File: config.mk
export PLATFORM = sky130hd
export DESIGN_NAME = serial_word_timing_gen
export DESIGN_NICKNAME = d
export VERILOG_FILES = /design/src/rtl/litton_timing_pkg.sv /design/src/rtl/gray_phase_ctr.sv /design/src/rtl/serial_word_timing_gen.sv
export SDC_FILE = /design/constraint.sdc
export NUM_CORES = 1
export LEC_CHECK = 0
export CORE_ASPECT_RATIO = 1.2
export CORE_MARGIN = 2
export CORE_UTILIZATION = 40
export DETAILED_ROUTE_END_ITERATION = 7
export SLEW_MARGIN = 40
export SYNTH_ARGS = -nofsm -noshare
export SYNTH_HDL_FRONTEND = slang
export SYNTH_SLANG_ARGS = --single-unit
File: constraint.sdc
create_clock -name CLK -period 1.9 [get_ports CLK]
set_input_delay 0.285 -clock CLK [delete_from_list [all_inputs] [get_ports CLK]]
set_output_delay 0.285 -clock CLK [all_outputs]
set_load 0.01 [all_outputs]
File: src/rtl/litton_timing_pkg.sv
// Shared definitions for the serial word-timing generator: state enum,
// Gray phase sequence and default drum geometry.
package litton_timing_pkg;

  typedef enum logic {
    UNLOCKED = 1'b0,
    RUN      = 1'b1
  } state_e;

  // Phase pair sequence 00 -> 01 -> 11 -> 10 -> 00
  localparam logic [1:0] PH_S0 = 2'b00;
  localparam logic [1:0] PH_S1 = 2'b01;
  localparam logic [1:0] PH_S2 = 2'b11;
  localparam logic [1:0] PH_S3 = 2'b10;

  localparam int DEF_WORD_BITS  = 40;
  localparam int DEF_ADDR_BITS  = 7;
  localparam int DEF_NUM_WORDS  = 128;
  localparam int DEF_SYNC_POS   = 31;
  localparam int DEF_ADDR_START = 32;

  function automatic logic [1:0] gray_step(input logic [1:0] ph);
    logic [1:0] nxt;
    case (ph)
      PH_S0:   nxt = PH_S1;
      PH_S1:   nxt = PH_S2;
      PH_S2:   nxt = PH_S3;
      default: nxt = PH_S0;
    endcase
    return nxt;
  endfunction

endpackage

File: src/rtl/gray_phase_ctr.sv
// Two-bit Gray phase stepper; load to 00 has priority over a step.
module gray_phase_ctr
  import litton_timing_pkg::*;
(
  input  logic       i_clk,
  input  logic       i_rst,
  input  logic       i_en,
  input  logic       i_load,
  input  logic       i_step,
  output logic [1:0] o_ph
);

  logic [1:0] r_ph;

  always_ff @(posedge i_clk or posedge i_rst) begin
    if (i_rst) begin
      r_ph <= PH_S0;
    end else if (i_en) begin
      if (i_load)      r_ph <= PH_S0;
      else if (i_step) r_ph <= gray_step(r_ph);
    end
  end

  assign o_ph = r_ph;

endmodule

File: src/rtl/serial_word_timing_gen.sv
// Word-timing generator: bit/word counters, sync, serial address, phase pair,
// index lock and slip. SERIAL_WORD_ADDR_PARITY_EN adds a parity bit and PAR_ERR.
module serial_word_timing_gen
  import litton_timing_pkg::*;
#(
  parameter int WORD_BITS  = DEF_WORD_BITS,
  parameter int ADDR_BITS  = DEF_ADDR_BITS,
  parameter int NUM_WORDS  = DEF_NUM_WORDS,
  parameter int SYNC_POS   = DEF_SYNC_POS,
  parameter int ADDR_START = DEF_ADDR_START,
  localparam int CW        = $clog2(WORD_BITS)
) (
  input  logic                 CLK,
  input  logic                 RST,
  input  logic                 EN,
  input  logic                 RESYNC,
  output logic [CW-1:0]        BIT_CNT,
  output logic [ADDR_BITS-1:0] WORD_ADR,
  output logic                 WORD_START,
  output logic                 SYNC,
  output logic                 ADR_SER,
  output logic [1:0]           T_PH,
  output logic                 LOCK,
  output logic                 SLIP
`ifdef SERIAL_WORD_ADDR_PARITY_EN
  ,
  input  logic                 ADR_CHK,
  output logic                 PAR_ERR
`endif
);

`ifdef SERIAL_WORD_ADDR_PARITY_EN
  localparam int ADDR_END = ADDR_START + ADDR_BITS;
`else
  localparam int ADDR_END = ADDR_START + ADDR_BITS - 1;
`endif

  generate
    if (WORD_BITS < 16 || NUM_WORDS < 2 || NUM_WORDS > 2**ADDR_BITS ||
        ADDR_END > WORD_BITS - 1 || SYNC_POS + 2 > WORD_BITS - 1) begin : g_bad_param
      $fatal(1, "serial_word_timing_gen: illegal geometry parameters");
    end
  endgenerate

  state_e               r_state, w_state_nxt;
  logic [CW-1:0]        r_bit_cnt, w_bit_nxt;
  logic [ADDR_BITS-1:0] r_word_adr, w_adr_nxt;
  logic                 r_word_start, r_sync, r_adr_ser, r_slip;
  logic                 w_slip_nxt, w_ph_load, w_ph_step;
  logic                 w_lock_nxt, w_ws_nxt, w_sync_nxt, w_ser_nxt;
  logic                 w_wrap, w_last;

  assign w_wrap = (r_bit_cnt == CW'(WORD_BITS - 1));
  assign w_last = (r_word_adr == ADDR_BITS'(NUM_WORDS - 1));

  always_comb begin
    w_state_nxt = r_state;
    w_bit_nxt   = r_bit_cnt;
    w_adr_nxt   = r_word_adr;
    w_slip_nxt  = r_slip;
    w_ph_load   = 1'b0;
    w_ph_step   = 1'b0;
    case (r_state)
      UNLOCKED: begin
        if (RESYNC) begin
          w_state_nxt = RUN;
          w_bit_nxt   = '0;
          w_adr_nxt   = '0;
          w_ph_load   = 1'b1;
        end
      end
      default: begin
        // An index mark anywhere but the last bit of the last word is a slip
        if (RESYNC && !(w_wrap && w_last)) begin
          w_slip_nxt = 1'b1;
          w_bit_nxt  = '0;
          w_adr_nxt  = '0;
          w_ph_load  = 1'b1;
        end else if (w_wrap) begin
          w_bit_nxt = '0;
          w_adr_nxt = w_last ? '0 : r_word_adr + 1'b1;
          w_ph_step = 1'b1;
        end else begin
          w_bit_nxt = r_bit_cnt + 1'b1;
        end
      end
    endcase
  end

  // Output decode from next-state values so registered outputs line up with BIT_CNT
  always_comb begin
    w_lock_nxt = (w_state_nxt == RUN);
    w_ws_nxt   = w_lock_nxt && (w_bit_nxt == '0);
    w_sync_nxt = w_lock_nxt &&
                 (((w_bit_nxt >= CW'(SYNC_POS)) && (w_bit_nxt <= CW'(SYNC_POS + 2))) ||
                  (w_bit_nxt >= CW'(WORD_BITS - 2)));
    w_ser_nxt  = 1'b0;
    for (int i = 0; i < ADDR_BITS; i++) begin
      if (w_bit_nxt == CW'(ADDR_START + i)) w_ser_nxt = w_adr_nxt[i];
    end
`ifdef SERIAL_WORD_ADDR_PARITY_EN
    if (w_bit_nxt == CW'(ADDR_START + ADDR_BITS)) w_ser_nxt = ~^w_adr_nxt;
`endif
    w_ser_nxt = w_ser_nxt && w_lock_nxt;
  end

  always_ff @(posedge CLK or posedge RST) begin
    if (RST) begin
      r_state      <= UNLOCKED;
      r_bit_cnt    <= '0;
      r_word_adr   <= '0;
      r_word_start <= 1'b0;
      r_sync       <= 1'b0;
      r_adr_ser    <= 1'b0;
      r_slip       <= 1'b0;
    end else if (EN) begin
      r_state      <= w_state_nxt;
      r_bit_cnt    <= w_bit_nxt;
      r_word_adr   <= w_adr_nxt;
      r_word_start <= w_ws_nxt;
      r_sync       <= w_sync_nxt;
      r_adr_ser    <= w_ser_nxt;
      r_slip       <= w_slip_nxt;
    end
  end

`ifdef SERIAL_WORD_ADDR_PARITY_EN
  logic r_par_err;

  // ADR_CHK echoes the bit currently on ADR_SER
  always_ff @(posedge CLK or posedge RST) begin
    if (RST) begin
      r_par_err <= 1'b0;
    end else if (EN) begin
      r_par_err <= (r_state == RUN) &&
                   (r_bit_cnt >= CW'(ADDR_START)) && (r_bit_cnt <= CW'(ADDR_END)) &&
                   (ADR_CHK != r_adr_ser);
    end
  end

  assign PAR_ERR = r_par_err;
`endif

  gray_phase_ctr u_phase (
    .i_clk  (CLK),
    .i_rst  (RST),
    .i_en   (EN),
    .i_load (w_ph_load),
    .i_step (w_ph_step),
    .o_ph   (T_PH)
  );

  assign BIT_CNT    = r_bit_cnt;
  assign WORD_ADR   = r_word_adr;
  assign WORD_START = r_word_start;
  assign SYNC       = r_sync;
  assign ADR_SER    = r_adr_ser;
  assign LOCK       = (r_state == RUN);
  assign SLIP       = r_slip;

endmodule

==> results of run 1 <==
layout by cell type (no fill, tap or decap), drive strengths merged, types with 3 or more instances in the layout:
cell | synthesis | final
o211ai | 3 | 3
inv | 6 | 6
o21ai | 21 | 21
nand2 | 25 | 25
a22oi | 3 | 3
a21oi | 11 | 11
nand3 | 8 | 8
clkbuf | 2 | 3
or2 | 6 | 6
dfrtp | 20 | 20
o41ai | 3 | 3
a2bb2oi | 3 | 3
xnor2 | 3 | 3
nor3 | 3 | 3
clkdlybuf4s50 | 0 | 23
nor4 | 5 | 5
nor2b | 5 | 5
nor2 | 15 | 15
o31ai | 3 | 3
buf | 12 | 43
area by class of cell:
cell class              count  area [µm²]  area share
repair buffers             66         557       0.241
clock inverters             1        30.0      0.0130
well taps                  54        67.6      0.0292
flip-flops and latches     20         502       0.217
multi-input cells         153        1090       0.472
inverters                   6        22.5     0.00975
clock buffers               3        41.3      0.0179
registers in the layout, indices dropped and copies added, names as in the netlist:
register	cells
SLIP	1
LOCK	1
ADR_SER	1
SYNC	1
u_phase.o_ph	2
WORD_START	1
WORD_ADR	7
BIT_CNT	6
worst max path at each step:
| stage | to | slack (ns) | cells after the start |
|---|---|---|---|
| after detailed placement | ADR_SER$_DFFE_PP0P_ | -0.11 | 7 |
| after global placement | ADR_SER$_DFFE_PP0P_ | -0.07 | 7 |
| final | ADR_SER$_DFFE_PP0P_ | 0.0006 | 7 |
| after global routing | ADR_SER$_DFFE_PP0P_ | -0.10 | 7 |
| after CTS | ADR_SER$_DFFE_PP0P_ | 0.0003 | 9 |
| after floorplan | SYNC$_DFFE_PP0P_ | -0.01 | 7 |
tightest hold or removal path: stages:
cell and delay, ns:
clkdlybuf4s50_1 0.40, inv_1 0.05, buf_4 0.28
cell families (layout without fill, tap and decap cells):
family	Yosys count	after routing	synth area share
xor+xnor	5	5	0.0267
simple gates	77	77	0.269
fa+ha+maj	2	2	0.0152
flops	20	20	0.305
compound gates	67	67	0.303
mux	2	2	0.0137
buf+inv	20	76	0.0671
per-stage QoR:
| stage | hold WS, ns | power [W] | utilization | TNS (ns) |
|---|---|---|---|---|
| global route | 0.397 | 0.00127 | 0.586 | -0.197 |
| floorplan | 0.249 | 0.000616 | - | -0.00976 |
| global placement | 0.453 | 0.000744 | 0.549 | -0.132 |
| finish | 0.355 | 0.00121 | 0.586 | 0 |
| CTS | 0.369 | 0.00119 | 0.571 | 0 |
| detailed placement | 0.454 | 0.000744 | 0.549 | -0.169 |
repair_timing:
action                     CTS  global route
setup endpoints to repair    2             7
setup buffers                0             2
gates resized for setup      3             9
pin swaps                    0             3
report_power, final:
| part | total, W | leakage, nW | internal [W] | switching [W] |
|---|---|---|---|---|
| Combinational | 0.000311 | 0.604 | 0.000153 | 0.000158 |
| Clock | 0.000446 | 0.0357 | 0.000282 | 0.000164 |
| Sequential | 0.000456 | 0.263 | 0.000441 | 0.0000156 |
layer usage:
| layer | vias to the layer above | share of wire | wire [µm] | global-route usage |
|---|---|---|---|---|
| met3 | 10 | 0.040 | 206 | 0.0242 |
| met1 | 821 | 0.44 | 2290 | 0.299 |
| met4 | 0 | 0.026 | 136 | 0.0938 |
| met2 | 45 | 0.49 | 2570 | 0.410 |
| li1 | 826 | - | - | - |
| met5 | - | 0 | 0 | 0 |
==> results.tsv, run 1 <==
stage	metric	value	unit
outcome	status	complete, no violations	
cts	Inserted Clock Buffers	3	
place	input/output buffers	23	
setup_path	Worst setup SP type	flop	
finish	non-filler instance count after layout	303	
route	Routed WL	5.20	mm
sta	RSZ-0062 raised after global routing	yes	
global_route	first-pass GRT wire length	8.40	mm
finish	layout cell share with drive strength beyond 1	0.317	
synth	top cells by count, synth	nand2_1, dfrtp_1, nor2_1, o21ai_0, a21oi_1	
setup_path	CP max stage delay	0.43	ns
finish	diodes inserted	0	
cts	hold_buf cts	0	
global_route	largest net degree at the start of global routing	21	
synth	Yosys Warn Count	0	
synth	EDFF count, synth	0	
sta	Final Cycle Share	1.00	
synth	count leader, synth	nand2_1	
floorplanning	number of I/O pins	24	
finish	area added between synthesis and finish	40.8	%
sta	Max Fclk	526	MHz
route	Vias	1702	
global_route	vias in the first global route	1689	
finish	Layout Nets	256	
setup_path	FF-to-FF Start	BIT_CNT[0]$_DFFE_PP0P_	
setup_path	Max FO, Critical Path	6	
synth	ys async rst share	1.00	
cts	Sink Count	20	
setup_path	data arrival time of the critical path	2.04	ns
place	DP Cell Count	297	
cts	H-Tree Depth	1	
sta	Worst Tran Pin Value	0.516	ns
setup_path	Reg-to-Reg End	ADR_SER$_DFFE_PP0P_	
setup_path	worst reg2reg path depth	7	
cts	CTS Root Cell	clkbuf_8	
synth	Mapped Area	1640	µm²
setup_path	crit path cell chain	ha_4 -> and3_4 -> nand2_2 -> and4_4 -> a311o_1 -> a31oi_1 -> a311oi_1	
place	gpl congestion	0.892	
sta	Pins Over Slew Limit	0	
synth	synth top area cells	dfrtp_1, nand2_1, o21ai_0	
synth	dominant synthesized flop cell	dfrtp_1	
synth	synth unique cells	65	
setup_path	Setup crit end kind	flop	
setup_path	worst setup path startpoint	BIT_CNT[0]$_DFFE_PP0P_	
global_route	GRT Overall Usage	0.233	
global_route	initial antenna violation count	0	
route	DRC Markers	0	
place	DP Worst Slack	-0.111	ns
cts	CTS clk-pin slew, worst paths	0.09	ns
synth	Post-Synthesis Cells	193	
sta	Rel. slew slack	0.654	
setup_path	critical path start-end classification	reg2reg	
setup_path	r2r setup slk	0.0006	ns
global_route	grt total ovfl	0	
floorplanning	Core Footprint	3940	µm²
synth	Seq/Total Area, Yosys	0.305	
route	TritonRoute pass-1 iters	4	
sta	final hold vios	0	
setup_path	worst endpoint required time	2.04	ns
sta	Max Clock Skew	0.00430	ns
floorplanning	Chip Height	74.2	µm
setup_path	kind of cell adding the most delay to the critical path	compound AO/OA/AOI/OAI gates	
finish	fill cell count	384	
synth	Syn Nets	199	
synth	largest area contributor in the netlist	dfrtp_1	
power_and_ir_drop	Leak Pwr	0.903	nW
route	Routed wire per std cell	17.2	µm
floorplanning	Initial Utilization	0.417	
power_and_ir_drop	worst vdd ir	0.420	mV
sta	Final min period	1.90	ns
floorplanning	DIE AREA	4630	µm²
synth	Post-Syn Area per Cell	8.51	µm²
sta	fin worst setup slack	0.000631	ns
cts	CTS Buffer Depth	2	
hold_path	worst hold path class	in2async	
route	1st-iter DRT viols	113	
floorplanning	row count	25	
synth	area share of the largest cell type after synthesis	0.305	
place	DP Area	2160	µm²
setup_path	CP bufs+invs	0	
synth	flop and latch count out of synthesis	20	
floorplanning	die width	62.5	µm
route	post-route antenna net violation count	0	
cts	Worst-Skew Late Latency	0.27	ns
route	via/cell ratio	5.62	
finish	cell area after layout	2310	µm²
power_and_ir_drop	power density cells	525	nW/µm²
place	dpl hpwl	3.96	mm
setup_path	Crit-path slowest cell	dfrtp_1	
sta	final setup fails	0	
cts	CTS tree	done	
job	max-cap violation count	0	
(Power assumes the default switching activity.)
==> run 2: changes to the inputs <==
--- a/config.mk
+++ b/config.mk
@@ -7,8 +7,9 @@
 export LEC_CHECK = 0
 export CORE_ASPECT_RATIO = 1.2
 export CORE_MARGIN = 2
-export CORE_UTILIZATION = 40
+export CORE_UTILIZATION = 49
 export DETAILED_ROUTE_END_ITERATION = 7
+export PLACE_DENSITY = 0.76
 export SLEW_MARGIN = 40
 export SYNTH_ARGS = -nofsm -noshare
 export SYNTH_HDL_FRONTEND = slang
==> run 2 against run 1 <==
Net effect:
- the flow now finishes with violations (setup timing)
- cell count decreased by 8.3%
- clock skew fell by 0.00086 ns
- final area decreased by 4.3%
- count of clock-buffer cells in the layout up 1
- register-to-register slack got worse by 0.02 ns
- global-route usage is 5.9 points higher
- clock power fell by 24%
- highest routed layer unchanged
==> results.tsv, run 2 (same netlist as run 1, synthesis figures left out) <==
stage	metric	value	unit	change
cts	Inserted Clock Buffers	3		unchanged
setup_path	critical path start-end classification	reg2reg		
finish	Layout Utilization	0.674		+0.0876
route	Metal-1 WL	2.03	mm	-11%
floorplanning	row count	23		-8.0%
floorplanning	DIE AREA	3830	µm²	-17%
route	DRC Markers	0		unchanged
route	TritonRoute pass-1 iters	5		+1
power_and_ir_drop	worst vdd ir	0.525	mV	+25%
setup_path	CP max stage delay	0.48	ns	+0.05 ns
place	DP Worst Slack	-0.00224	ns	+0.109 ns
setup_path	r2r setup slk	-0.02	ns	-0.02 ns
power_and_ir_drop	Clk network pwr share	0.308		-0.059
setup_path	Max FO, Critical Path	11		+5
outcome	failing checks	setup timing		
finish	diodes inserted	0		unchanged
sta	fin worst setup slack	-0.0203	ns	-0.0210 ns
power_and_ir_drop	power density cells	498	nW/µm²	-5.1%
route	Vias	1808		+6.2%
job	max-cap violation count	0		unchanged
setup_path	Crit-path slowest cell	dfrtp_2		
setup_path	Setup crit end kind	flop		
power_and_ir_drop	Sw Share	0.299		+0.0210
cts	H-Tree Depth	1		unchanged
global_route	GRT Overall Usage	0.292		+0.0591
route	top sig layer	met4		
power_and_ir_drop	Sw Pwr	0.000329	W	-2.4%
global_route	initial antenna violation count	0		unchanged
floorplanning	Initial Utilization	0.500		+0.0839
route	1st-iter DRT viols	102		-9.7%
sta	Final min period	1.92	ns	+0.0210 ns
setup_path	CP bufs+invs	2		+2
finish	most frequent cells in the layout	buf_4, nand2_1, clkdlybuf4s50_1		
route	Routed WL	5.33	mm	+2.5%
global_route	vias in the first global route	1885		+12%
finish	max FFs per register	7		unchanged
route	met2 wire len	2.70	mm	+5.3%
sta	final hold vios	0		unchanged
setup_path	Worst setup SP type	flop		
finish	Layout Nets	248		-3.1%
floorplanning	number of I/O pins	24		unchanged
sta	Worst Tran Pin Value	0.409	ns	-0.107 ns
finish	area of the multi-input gates	1080	µm²	-0.57%
global_route	first-pass GRT wire length	8.73	mm	+3.9%
sta	Max Fclk	521	MHz	-1.1%
cts	CTS Root Cell	clkbuf_8		
floorplanning	Chip Height	67.4	µm	-9.1%
sta	Final Cycle Share	1.01		+0.0110
sta	RSZ-0062 raised after global routing	yes		
sta	final setup fails	2		+2
power_and_ir_drop	sequential share of power	0.415		+0.039
place	dpl hpwl	3.84	mm	-3.0%
setup_path	crit path cell chain	buf_4 -> inv_2 -> nand2_1 -> a21oi_2 -> a311oi_2 -> a31oi_1 -> a311oi_1		
setup_path	kind of cell adding the most delay to the critical path	compound AO/OA/AOI/OAI gates		
route	post-route antenna net violation count	0		unchanged
place	DP Cell Count	272		-8.4%
route	met3 WL	382	µm	+85%
finish	Register Area	502	µm²	unchanged
sta	Rel. slew slack	0.726		+0.0725
place	gpl congestion	0.952		+6.8%
route	via/cell ratio	6.50		+16%
cts	CTS tree	done		
finish	most common cell after layout, fill and taps aside	buf_4		
floorplanning	die width	56.8	µm	-9.0%
cts	Worst-Skew Late Latency	0.26	ns	about the same
finish	fill cell count	278		-28%
power_and_ir_drop	combinational fraction of design power	0.277		+0.020
sta	Max Clock Skew	0.00344	ns	-0.000863 ns
cts	hold_buf cts	0		unchanged
sta	Fin Setup TNS	-0.0320	ns	-0.0320 ns
finish	layout cell share with drive strength beyond 1	0.299		-0.0185
cts	Sink Count	20		unchanged
sta	Pins Over Slew Limit	0		unchanged
power_and_ir_drop	Leak Pwr	0.859	nW	-4.9%
setup_path	data arrival time of the critical path	2.05	ns	about the same
power_and_ir_drop	Internal Power	0.000772	W	-12%
finish	non-filler instance count after layout	278		-8.3%
place	input/output buffers	23		unchanged
cts	CTS clk-pin slew, worst paths	0.08	ns	about the same
floorplanning	Core Footprint	3280	µm²	-17%
outcome	status	finished with violations		
global_route	grt total ovfl	0		unchanged
hold_path	worst hold path class	in2async		
setup_path	worst endpoint required time	2.03	ns	about the same
route	Routed wire per std cell	19.2	µm	+12%
global_route	largest net degree at the start of global routing	21		unchanged
cts	CTS Buffer Depth	2		unchanged
finish	area added between synthesis and finish	34.7	%	
## run 2: repair_timing
action / 4_1_cts / 5_1_grt
setup buffers: 0 / 2
endpoints found under the setup margin: 1 / 5
pin swaps: 0 / 1
resized for setup: 1 / 11
gates cloned: 0 / 0
## run 2: layout make-up
class | instances | share of cell area
multi-input cells | 153 | 0.491
flip-flops and latches | 20 | 0.227
repair buffers | 58 | 0.226
clock buffers | 4 | 0.0249
well taps | 37 | 0.0209
inverters | 6 | 0.0102
## run 2: metrics by stage
stage          total power, W  instance area, µm²  hold slack [ns]
2_1_floorplan        0.000616                1650            0.249
3_3_place_gp         0.000727                2080            0.455
3_5_place_dp         0.000735                2080            0.465
4_1_cts               0.00107                2150            0.363
5_1_grt               0.00114                2210            0.404
6_report              0.00110                2210            0.352
## run 2: final timing paths
check | start | end | cells after the start
min in group CLK | SLIP$_DFFE_PP0P_ | SLIP$_DFFE_PP0P_ | 1
max | LOCK$_DFFE_PP0P_ | ADR_SER$_DFFE_PP0P_ | 7
min | RST | BIT_CNT[0]$_DFFE_PP0P_ | 3
max reg2reg | LOCK$_DFFE_PP0P_ | ADR_SER$_DFFE_PP0P_ | 7
max in group asynchronous | RST | LOCK$_DFFE_PP0P_ | 3
min reg2reg | SLIP$_DFFE_PP0P_ | SLIP$_DFFE_PP0P_ | 1
## run 2: worst register-to-register path, delay by kind of cell (launching register included)
kind / cells / cell delay, ns
compound gates: 4 / 0.85
buf+inv: 2 / 0.37
flops: 1 / 0.48
simple gates: 1 / 0.10
## run 2: power groups by stage
| stage | Clock [W] | Combinational (W) | Sequential [W] |
|---|---|---|---|
| 2_1_floorplan | 0 | 0.000144 | 0.000472 |
| 3_3_place_gp | 0 | 0.000267 | 0.000460 |
| 3_5_place_dp | 0 | 0.000273 | 0.000462 |
| 4_1_cts | 0.000340 | 0.000277 | 0.000453 |
| 5_1_grt | 0.000353 | 0.000329 | 0.000458 |
| 6_report | 0.000340 | 0.000305 | 0.000457 |
## run 2: layer usage
layer | up-vias | track usage
li1 | 805 | -
met1 | 876 | 0.348
met2 | 104 | 0.510
met3 | 23 | 0.0307
met4 | 0 | 0.177
met5 | - | 0
==> run 3: changes to the inputs <==
--- a/config.mk
+++ b/config.mk
@@ -6,10 +6,11 @@
 export NUM_CORES = 1
 export LEC_CHECK = 0
 export CORE_ASPECT_RATIO = 1.2
-export CORE_MARGIN = 2
+export CORE_MARGIN = 10
 export CORE_UTILIZATION = 49
 export DETAILED_ROUTE_END_ITERATION = 7
 export PLACE_DENSITY = 0.76
+export SETUP_SLACK_MARGIN = 0.05
 export SLEW_MARGIN = 40
 export SYNTH_ARGS = -nofsm -noshare
 export SYNTH_HDL_FRONTEND = slang
==> run 3 against run 2 <==
Net effect:
- the run now ends clean
- routed wire length increased by 0.66%
- setup slack better by 0.052 ns
- fmax is 2.8% higher
- hold slack worse by 0.10 ns
- clock power increased by 6.5%
- non-clock buffer count grew 8
- via count down 1.9%
- sequential power barely moved
- combinational power barely moved
- critical path depth is the same
- global-route usage shrank 12 points
- critical endpoint is now SYNC$_DFFE_PP0P_
- highest routed layer unchanged
==> results.tsv, run 3 (same netlist as run 1, synthesis figures left out) <==
stage	metric	value	unit	change
route	DRC Markers	0		unchanged
floorplanning	DIE AREA	6070	µm²	+59%
power_and_ir_drop	worst vdd ir	0.426	mV	-19%
sta	Fin Setup TNS	0	ns	+0.0320 ns
place	input/output buffers	23		unchanged
cts	hold_buf cts	0		unchanged
sta	Worst Tran Pin Value	0.407	ns	-0.00228 ns
setup_path	worst endpoint required time	2.10	ns	+0.07 ns
sta	Max Fclk	535	MHz	+2.8%
cts	CTS Buffer Depth	2		unchanged
outcome	status	complete, no violations		
finish	max FFs per register	7		unchanged
sta	Final Cycle Share	0.983		-0.0274
power_and_ir_drop	Leak Pwr	0.900	nW	+4.8%
cts	Inserted Clock Buffers	3		unchanged
cts	CTS tree	done		
route	TritonRoute pass-1 iters	4		-1
global_route	initial antenna violation count	0		unchanged
global_route	largest net degree at the start of global routing	14		-33%
route	via/cell ratio	6.22		-4.3%
cts	CTS clk-pin slew, worst paths	0.13	ns	+0.05 ns
cts	H-Tree Depth	1		unchanged
finish	area added between synthesis and finish	42.1	%	
cts	Sink Count	20		unchanged
finish	Layout Nets	256		+3.2%
setup_path	worst reg2reg path depth	7		unchanged
global_route	vias in the first global route	1775		-5.8%
finish	layout cell share with drive strength beyond 1	0.373		+0.0747
route	Vias	1773		-1.9%
job	max-cap violation count	0		unchanged
global_route	grt total ovfl	0		unchanged
global_route	first-pass GRT wire length	8.84	mm	+1.3%
cts	Worst-Skew Late Latency	0.31	ns	+0.05 ns
setup_path	Worst setup SP type	flop		
setup_path	Max FO, Critical Path	7		-4
setup_path	critical path start-end classification	reg2reg		
power_and_ir_drop	power density cells	483	nW/µm²	-3.0%
route	1st-iter DRT viols	141		+38%
sta	Pins Over Slew Limit	0		unchanged
setup_path	data arrival time of the critical path	2.07	ns	+0.02 ns
sta	Rel. slew slack	0.729		+0.00249
power_and_ir_drop	Power Total	0.00113	W	+2.4%
floorplanning	Initial Utilization	0.523		+0.0227
hold_path	worst hold path class	in2async		
place	DP Worst Slack	-0.0244	ns	-0.0222 ns
floorplanning	number of I/O pins	24		unchanged
sta	RSZ-0062 raised after global routing	yes		
finish	diodes inserted	0		unchanged
floorplanning	row count	22		-4.3%
route	post-route antenna net violation count	0		unchanged
sta	Max Clock Skew	0.00274	ns	-0.000697 ns
floorplanning	die width	72.8	µm	+28%
place	DP Cell Count	273		+0.37%
finish	most frequent cells in the layout	buf_4, nand2_1, clkdlybuf4s50_1		
place	dpl hpwl	3.88	mm	+1.1%
sta	final hold vios	0		unchanged
cts	CTS Root Cell	clkbuf_4		
floorplanning	Chip Height	83.4	µm	+24%
sta	final setup fails	0		-2
finish	most common cell after layout, fill and taps aside	buf_4		
finish	fill cell count	234		-16%
setup_path	Setup crit end kind	flop		
floorplanning	Core Footprint	3140	µm²	-4.3%
route	Routed WL	5.37	mm	+0.66%
sta	final hold slack	0.248	ns	-0.104 ns
global_route	GRT Overall Usage	0.176		-0.116
finish	non-filler instance count after layout	285		+2.5%
sta	fin worst setup slack	0.0317	ns	+0.0520 ns
route	Routed wire per std cell	18.8	µm	-1.8%
sta	Final min period	1.87	ns	-0.0520 ns
place	gpl congestion	0.907		-4.8%
==> run 3: cell types whose count changed in the layout (fill, tap and decap cells not counted), moves of 3 or more <==
cell / change
dfrtp_2: +5
buf_4: +7
clkbuf_8: -4
clkbuf_4: +3
nor3_2: +3
dfrtp_1: -5
nor3_1: -3
==> run 3: through the flow <==
stage,util,area [µm²]
after detailed placement,0.672,2110
final,0.744,2330
after CTS,0.703,2210
after global routing,0.744,2330
after floorplan,-,1660
after global placement,0.672,2110
==> run 3: worst max-delay path, stage by stage (launching register included) <==
cell and delay [ns]:
dfrtp_2 0.43, ha_4 0.21, and3_4 0.24, nand2_4 0.08
and4_4 0.15, a311o_1 0.35, a41oi_2 0.18, o32ai_2 0.11
==> run 3: final cells by class <==
cell class	count	area (µm²)	share of cell area
tap	36	45.0	0.0193
timing repair buffer	66	558	0.239
inverter	6	22.5	0.00965
multi-input combinational	153	1150	0.492
sequential	20	508	0.218
clock inverter	1	30.0	0.0129
clock buffer	3	22.5	0.00965
==> run 3: final timing paths <==
| check | start | endpoint | slack, ns |
|---|---|---|---|
| min in group CLK | SLIP$_DFFE_PP0P_ | SLIP$_DFFE_PP0P_ | 0.49 |
| hold reg to reg | SLIP$_DFFE_PP0P_ | SLIP$_DFFE_PP0P_ | 0.49 |
| hold / removal | RST | BIT_CNT[2]$_DFFE_PP0P_ | 0.25 |
| setup / recovery | BIT_CNT[0]$_DFFE_PP0P_ | SYNC$_DFFE_PP0P_ | 0.03 |
| max in group asynchronous | RST | BIT_CNT[3]$_DFFE_PP0P_ | 1.12 |
| setup reg to reg | BIT_CNT[0]$_DFFE_PP0P_ | SYNC$_DFFE_PP0P_ | 0.03 |
==> run 3: where the power goes <==
part           internal (W)  total (W)  switching [W]
clock network      0.000213   0.000362       0.000149
logic              0.000148   0.000308       0.000160
registers          0.000442   0.000458      0.0000153
total              0.000803    0.00113       0.000324
==> run 3: timing repair <==
item | in CTS | in global routing
hold endpoints to repair | 0 | 0
setup buffers | 0 | 8
pin swaps | 3 | 9
gates resized for setup | 9 | 19
setup endpoints to repair | 5 | 10
==> run 3: metal layers <==
layer,track usage,vias up,routed length (µm),share of wire
met5,0,-,0,0
met4,0.0655,0,139,0.026
met3,0.0262,17,405,0.075
met2,0.282,68,2620,0.49
met1,0.228,864,2200,0.41
li1,-,824,-,-
